## src/rtl/whack_a_mole_core.sv

```systemverilog
// whack_a_mole_core: game FSM, LFSR mole placement, ms timers, switch-edge hits and scoring.
// Optional feature macro: MOLE_MISS_PENALTY_EN (wrong switches and missed moles cost one point).
module whack_a_mole_core #(
  parameter int          NUM_HOLES    = 9,
  parameter int          SCORE_W      = 7,
  parameter int          TICK_DIV     = 100000,
  parameter int          GAME_MS      = 60000,
  parameter int          MOLE_MS_EASY = 3000,
  parameter int          MOLE_MS_MED  = 2000,
  parameter int          MOLE_MS_HARD = 1000,
  parameter logic [15:0] LFSR_SEED    = 16'hACE1
) (
  input  logic                 Clk,
  input  logic                 Reset,
  input  logic                 BtnC,
  input  logic                 BtnL,
  input  logic                 BtnU,
  input  logic                 BtnR,
  input  logic [NUM_HOLES-1:0] Sw,
  output logic [NUM_HOLES-1:0] mole_onehot,
  output logic [3:0]           mole_idx,
  output logic [SCORE_W-1:0]   score,
  output logic [15:0]          time_left,
  output logic [4:0]           state,
  output logic                 hit_pulse,
  output logic                 game_over
);
  typedef enum logic [4:0] {
    IDLE   = 5'b00001,
    SELECT = 5'b00010,
    ACTIVE = 5'b00100,
    HIT    = 5'b01000,
    DONE   = 5'b10000
  } state_t;

  localparam int PRESC_W = (TICK_DIV > 1) ? $clog2(TICK_DIV) : 1;
  localparam logic [SCORE_W-1:0] SCORE_MAX = {SCORE_W{1'b1}};

  state_t                 state_reg, state_next;
  logic [15:0]            lfsr_reg;
  logic [NUM_HOLES-1:0]   sw_q;
  logic [PRESC_W-1:0]     presc_reg, presc_next;
  logic [15:0]            mole_cnt_reg, mole_cnt_next;
  logic [15:0]            period_reg, period_next;
  logic [3:0]             idx_next;
  logic [SCORE_W-1:0]     score_next;
  logic [15:0]            time_next;
  logic [NUM_HOLES-1:0]   onehot_next;

  logic                   lfsr_fb;
  logic [3:0]             cand, spawn_idx;
  logic [NUM_HOLES-1:0]   rise;
  logic [15:0]            rise_ext;
  logic                   running, tick, game_end, mole_exp, hit_rise, start_ok;

  // Fibonacci taps 16,14,13,11
  assign lfsr_fb   = lfsr_reg[15] ^ lfsr_reg[13] ^ lfsr_reg[12] ^ lfsr_reg[10];
  assign cand      = 4'(lfsr_reg % 16'(NUM_HOLES));
  assign spawn_idx = (cand != mole_idx) ? cand :
                     (cand == 4'(NUM_HOLES - 1)) ? 4'd0 : cand + 4'd1;

  assign rise      = Sw & ~sw_q;
  assign rise_ext  = 16'(rise);
  assign hit_rise  = rise_ext[mole_idx];
  assign running   = (state_reg == ACTIVE) || (state_reg == HIT);
  assign tick      = running && (presc_reg == PRESC_W'(TICK_DIV - 1));
  assign game_end  = tick && (time_left <= 16'd1);
  assign mole_exp  = tick && (mole_cnt_reg == period_reg - 16'd1);
  assign start_ok  = ({BtnL, BtnU, BtnR} == 3'b100) ||
                     ({BtnL, BtnU, BtnR} == 3'b010) ||
                     ({BtnL, BtnU, BtnR} == 3'b001);

`ifdef MOLE_MISS_PENALTY_EN
  logic wrong_rise;
  // In ACTIVE the registered one-hot marks the live hole, so anything else rising is a miss.
  assign wrong_rise = |(rise & ~mole_onehot);
`endif

  genvar gi;
  generate
    for (gi = 0; gi < NUM_HOLES; gi++) begin : g_onehot
      assign onehot_next[gi] = (state_next == ACTIVE) && (idx_next == 4'(gi));
    end
  endgenerate

  always_comb begin
    state_next    = state_reg;
    idx_next      = mole_idx;
    score_next    = score;
    time_next     = time_left;
    presc_next    = presc_reg;
    mole_cnt_next = mole_cnt_reg;
    period_next   = period_reg;

    if (running) begin
      presc_next = tick ? '0 : presc_reg + PRESC_W'(1);
      if (tick) begin
        time_next     = (time_left != 16'd0) ? time_left - 16'd1 : 16'd0;
        mole_cnt_next = mole_cnt_reg + 16'd1;
      end
    end

    case (state_reg)
      IDLE: if (BtnC) state_next = SELECT;
      SELECT: begin
        if (start_ok) begin
          period_next   = BtnL ? 16'(MOLE_MS_EASY) : BtnU ? 16'(MOLE_MS_MED) : 16'(MOLE_MS_HARD);
          score_next    = '0;
          time_next     = 16'(GAME_MS);
          presc_next    = '0;
          mole_cnt_next = '0;
          idx_next      = spawn_idx;
          state_next    = ACTIVE;
        end
      end
      ACTIVE: begin
        // Game expiry outranks a hit, which outranks mole expiry.
        if (game_end) begin
          state_next = DONE;
        end else if (hit_rise) begin
          state_next = HIT;
        end else begin
          if (mole_exp) begin
            idx_next      = spawn_idx;
            mole_cnt_next = '0;
          end
`ifdef MOLE_MISS_PENALTY_EN
          if ((wrong_rise || mole_exp) && (score != '0))
            score_next = score - SCORE_W'(1);
`endif
        end
      end
      HIT: begin
        score_next    = (score == SCORE_MAX) ? score : score + SCORE_W'(1);
        idx_next      = spawn_idx;
        mole_cnt_next = '0;
        state_next    = game_end ? DONE : ACTIVE;
      end
      DONE: if (BtnC) state_next = IDLE;
      default: state_next = IDLE;
    endcase
  end

  always_ff @(posedge Clk or posedge Reset) begin
    if (Reset) begin
      state_reg    <= IDLE;
      lfsr_reg     <= LFSR_SEED;
      sw_q         <= '0;
      presc_reg    <= '0;
      mole_cnt_reg <= '0;
      period_reg   <= '0;
      mole_idx     <= '0;
      score        <= '0;
      time_left    <= '0;
      mole_onehot  <= '0;
      hit_pulse    <= 1'b0;
      game_over    <= 1'b0;
    end else begin
      state_reg    <= state_next;
      lfsr_reg     <= {lfsr_reg[14:0], lfsr_fb};
      sw_q         <= Sw;
      presc_reg    <= presc_next;
      mole_cnt_reg <= mole_cnt_next;
      period_reg   <= period_next;
      mole_idx     <= idx_next;
      score        <= score_next;
      time_left    <= time_next;
      mole_onehot  <= onehot_next;
      hit_pulse    <= (state_reg == HIT);
      game_over    <= (state_next == DONE);
    end
  end

  assign state = state_reg;

endmodule

```

## config.mk

```make
export PLATFORM = sky130hd
export DESIGN_NAME = whack_a_mole_core
export DESIGN_NICKNAME = d
export VERILOG_FILES = /design/src/rtl/whack_a_mole_core.sv
export SDC_FILE = /design/constraint.sdc
export NUM_CORES = 1
export LEC_CHECK = 0
export CAP_MARGIN = 20
export CORE_ASPECT_RATIO = 0.6
export CORE_MARGIN = 5
export CORE_UTILIZATION = 54
export DETAILED_ROUTE_END_ITERATION = 10
export HOLD_SLACK_MARGIN = 0.15
export PLACE_DENSITY = 0.89
export SLEW_MARGIN = 20
export SYNTH_ARGS = -nofsm -noshare
export SYNTH_HDL_FRONTEND = slang
export SYNTH_SLANG_ARGS = --single-unit
export TNS_END_PERCENT = 10
```

## constraint.sdc

```tcl
create_clock -name Clk -period 8.1 [get_ports Clk]
set_input_delay 0.81 -clock Clk [delete_from_list [all_inputs] [get_ports Clk]]
set_output_delay 0.81 -clock Clk [all_outputs]
set_load 0.05 [all_outputs]
```

==> key figures <==
Worst hold path
  • Hold WC Path Type: reg2reg

Route
  • DRC Markers: 0
  • WL/cell: 20.1 um
  • Vias per cell: 6.37
  • DR pass1 iterations: 8
  • Detailed Route WL: 23.3 mm
  • 1st-iter DRT viols: 870
  • Total number of vias: 7412
  • Remaining antenna violation count: 0

Finish
  • Post-Layout Cell Count: 1163
  • Area grow syn2layout: 35.3%
  • Fin util: 75.8%
  • Fraction of layout cells with a size suffix above 1: 29.4%
  • Fin nets: 1016
  • Final Cell Area: 9890 um2
  • Antenna Cells: 0
  • Max reg flops: 17

Setup path
  • Slowest cell on crit path: dfstp_2
  • CP most frequent cell: buf_4
  • WP buf/inv: 9
  • Worst-path fanout max: 7
  • Slowest cell delay on critical path: 600 ps
  • CP endpoint kind: flop
  • CP top delay family: compound AO/OA/AOI/OAI gates
  • CP startpoint kind: flop
  • Crit path required time: 8330 ps
  • Critical Path AT: 9410 ps
  • Crit Path Category: reg2reg

Floorplan
  • Core ar.: 13100 um2
  • Initial Util: 56.0%
  • Die span in x: 160 um
  • Rows: 32
  • Die Area: 16000 um2
  • Die H: 100 um
  • Top Ports: 58

Clocking
  • Clk_lat worst skew: 360 ps
  • Worst-path clk slew: 80 ps
  • CTS root buffer: clkbuf_16
  • TritonCTS clock tree: yes
  • H-tree depth: 3
  • Post-CTS Hold Fix Bufs: 0
  • Max Root-Sink Buffers: 2
  • Total CTS buffers: 9
  • TritonCTS sink count: 107

Global routing
  • Grt total ovfl: 0
  • Vias in the first global route: 6992
  • GRT Total Usage: 26.9%
  • First-pass GRT wire length: 35.7 mm
  • Largest net degree at the start of global routing: 63
  • Antenna violations before repair: 0

Timing
  • Final Hold Fails: 0
  • Min Hold Slack: 446 ps
  • RSZ-0062 raised after global routing: true
  • Final Skew: 12.8 ps
  • Slew of the pin with the lowest slew margin: 1080 ps
  • Post-route setup slack: -1080 ps
  • Fin crit period: 9180 ps
  • Fmax: 0.109 GHz
  • Worst slew margin: 27.9%
  • Period utilization: 113%
  • Max Slew Vio Count: 0
  • Final setup violation count: 13

Logic synthesis
  • Post-synth EDFFs: 0
  • Net Count, Synth: 833
  • Ys Warns: 0
  • Synth Register Bits: 107
  • Post-synth top area share: 33.5%
  • Mean Syn Cell Area: 9.08 um2
  • Syn Inst Count: 805
  • Commonest cells in the netlist: dfrtp_1, nor2_1, nand2_1, xor2_1, a21oi_1
  • Register area share after synthesis: 36.8%
  • FFs w/ async S/R, synth: 100%
  • Most common cell in the synthesized netlist: dfrtp_1
  • Synth Cell Area: 7310 um2
  • Synth Flop Type: dfrtp_1
  • Cell taking the most area after synthesis: dfrtp_1
  • Count of different cell masters after synthesis: 114
  • Top post-synthesis cells by area: dfrtp_1, nor2_1, xor2_1

Place
  • Routability cong.: 0.961
  • PortBufs: 57
  • Post-Place Cells: 1117
  • Post-DP Area: 8960 um2
  • Hpwl dp: 15.2 mm

Run status
  • Violated checks: setup timing
  • Status: finished with violations

Job
  • Max Cap Viol: 0

Power
  • Switching Fraction: 41.7%
  • P per Cell Area: 202 nW/um2
  • Logic pwr share: 35.8%
  • Power share of the clock group: 22.1%
  • Net Sw Power: 0.833 mW
  • Max VDD drop: 0.162 mV
  • Seq pwr share: 42.0%
  • Internal power: 1.16 mW
  • Lkg Pwr: 4.22 nW
## area by class of cell
type                       count  area [um2]
tap                          170         213
clock buffer                   9         225
timing repair buffer         198        1670
sequential                   107        2690
inverter                      35         134
fill                         809        3160
clock inverter                 7        77.6
multi-input combinational    637        4880
## cells by family (layout without fill, tap and decap cells)
group	after synthesis	in the layout	synth area share, %
AOI/OAI and AO/OA	188	189	19.9
xor gates and xnor gates	70	70	8.68
adders and majority gates	14	14	2.38
buffers and inverters	64	249	3.88
DFF	107	107	36.8
muxes	22	24	3.65
and+or+nand+nor	340	340	24.7
## power groups by stage
| stage | logic (mW) | clock network (mW) | registers [mW] |
|---|---|---|---|
| after global placement | 0.630 | 0 | 0.817 |
| after detailed placement | 0.660 | 0 | 0.824 |
| after global routing | 0.760 | 0.467 | 0.853 |
| after floorplan | 0.331 | 0 | 0.925 |
| after CTS | 0.677 | 0.444 | 0.824 |
| final | 0.715 | 0.442 | 0.838 |
## path summary, 6_finish.rpt
path                             endpoint  depth (start not counted)  slack, ps         start
max                        mole_onehot[0]                         40      -1080  lfsr_reg[13]
min                           lfsr_reg[6]                          0        450   lfsr_reg[5]
max reg2reg                mole_onehot[0]                         40      -1080  lfsr_reg[13]
min reg2reg                   lfsr_reg[6]                          0        450   lfsr_reg[5]
max in group asynchronous    lfsr_reg[12]                          3       6000         Reset
min in group asynchronous     lfsr_reg[3]                          2        880         Reset
## metrics by stage
stage,setup TNS [ps],setup slack (ps),total power [mW]
final,-12150,-1080,1.99
after global placement,-3370,-385,1.45
after floorplan,-2380,-316,1.26
after global routing,-15900,-1370,2.08
after CTS,-8890,-840,1.94
after detailed placement,-8610,-813,1.48
## cell usage in the layout, fill, tap and decap left out, types with 6 or more instances in the layout
cell and count:
and3_1 14, clkdlybuf4s50_1 57, nand2_1 72, dfrtp_1 97, nand2b_1 11, a21oi_1 33
xor2_1 36, ha_1 11, a31oi_1 6, nor3_1 20, clkbuf_16 9, nor4_1 9
nor2_1 90, xnor2_1 31, or3_1 9, inv_2 6, or2_2 7, o21ai_0 28
o211ai_1 15, inv_1 28, buf_4 134, nand4_1 13, mux2i_1 8, nand3_1 22
dfstp_2 9
## per-layer routing
layer  global-route usage [%]  up-vias  share of wire [%]
li1                         -     3320                  -
met4                     6.21        0                2.6
met3                     4.60       72                8.3
met1                     40.2     3596                 45
met5                        0        -                  0
met2                     41.3      424                 44
## what timing repair did
action | in CTS | in global routing
gates resized for setup | 14 | 56
endpoints found under the setup margin | 13 | 13
buffers inserted | 7 | 20
pin swaps | 8 | 35
gates cloned | 0 | 3
No activity file was read; power rests on OpenSTA's default activity.
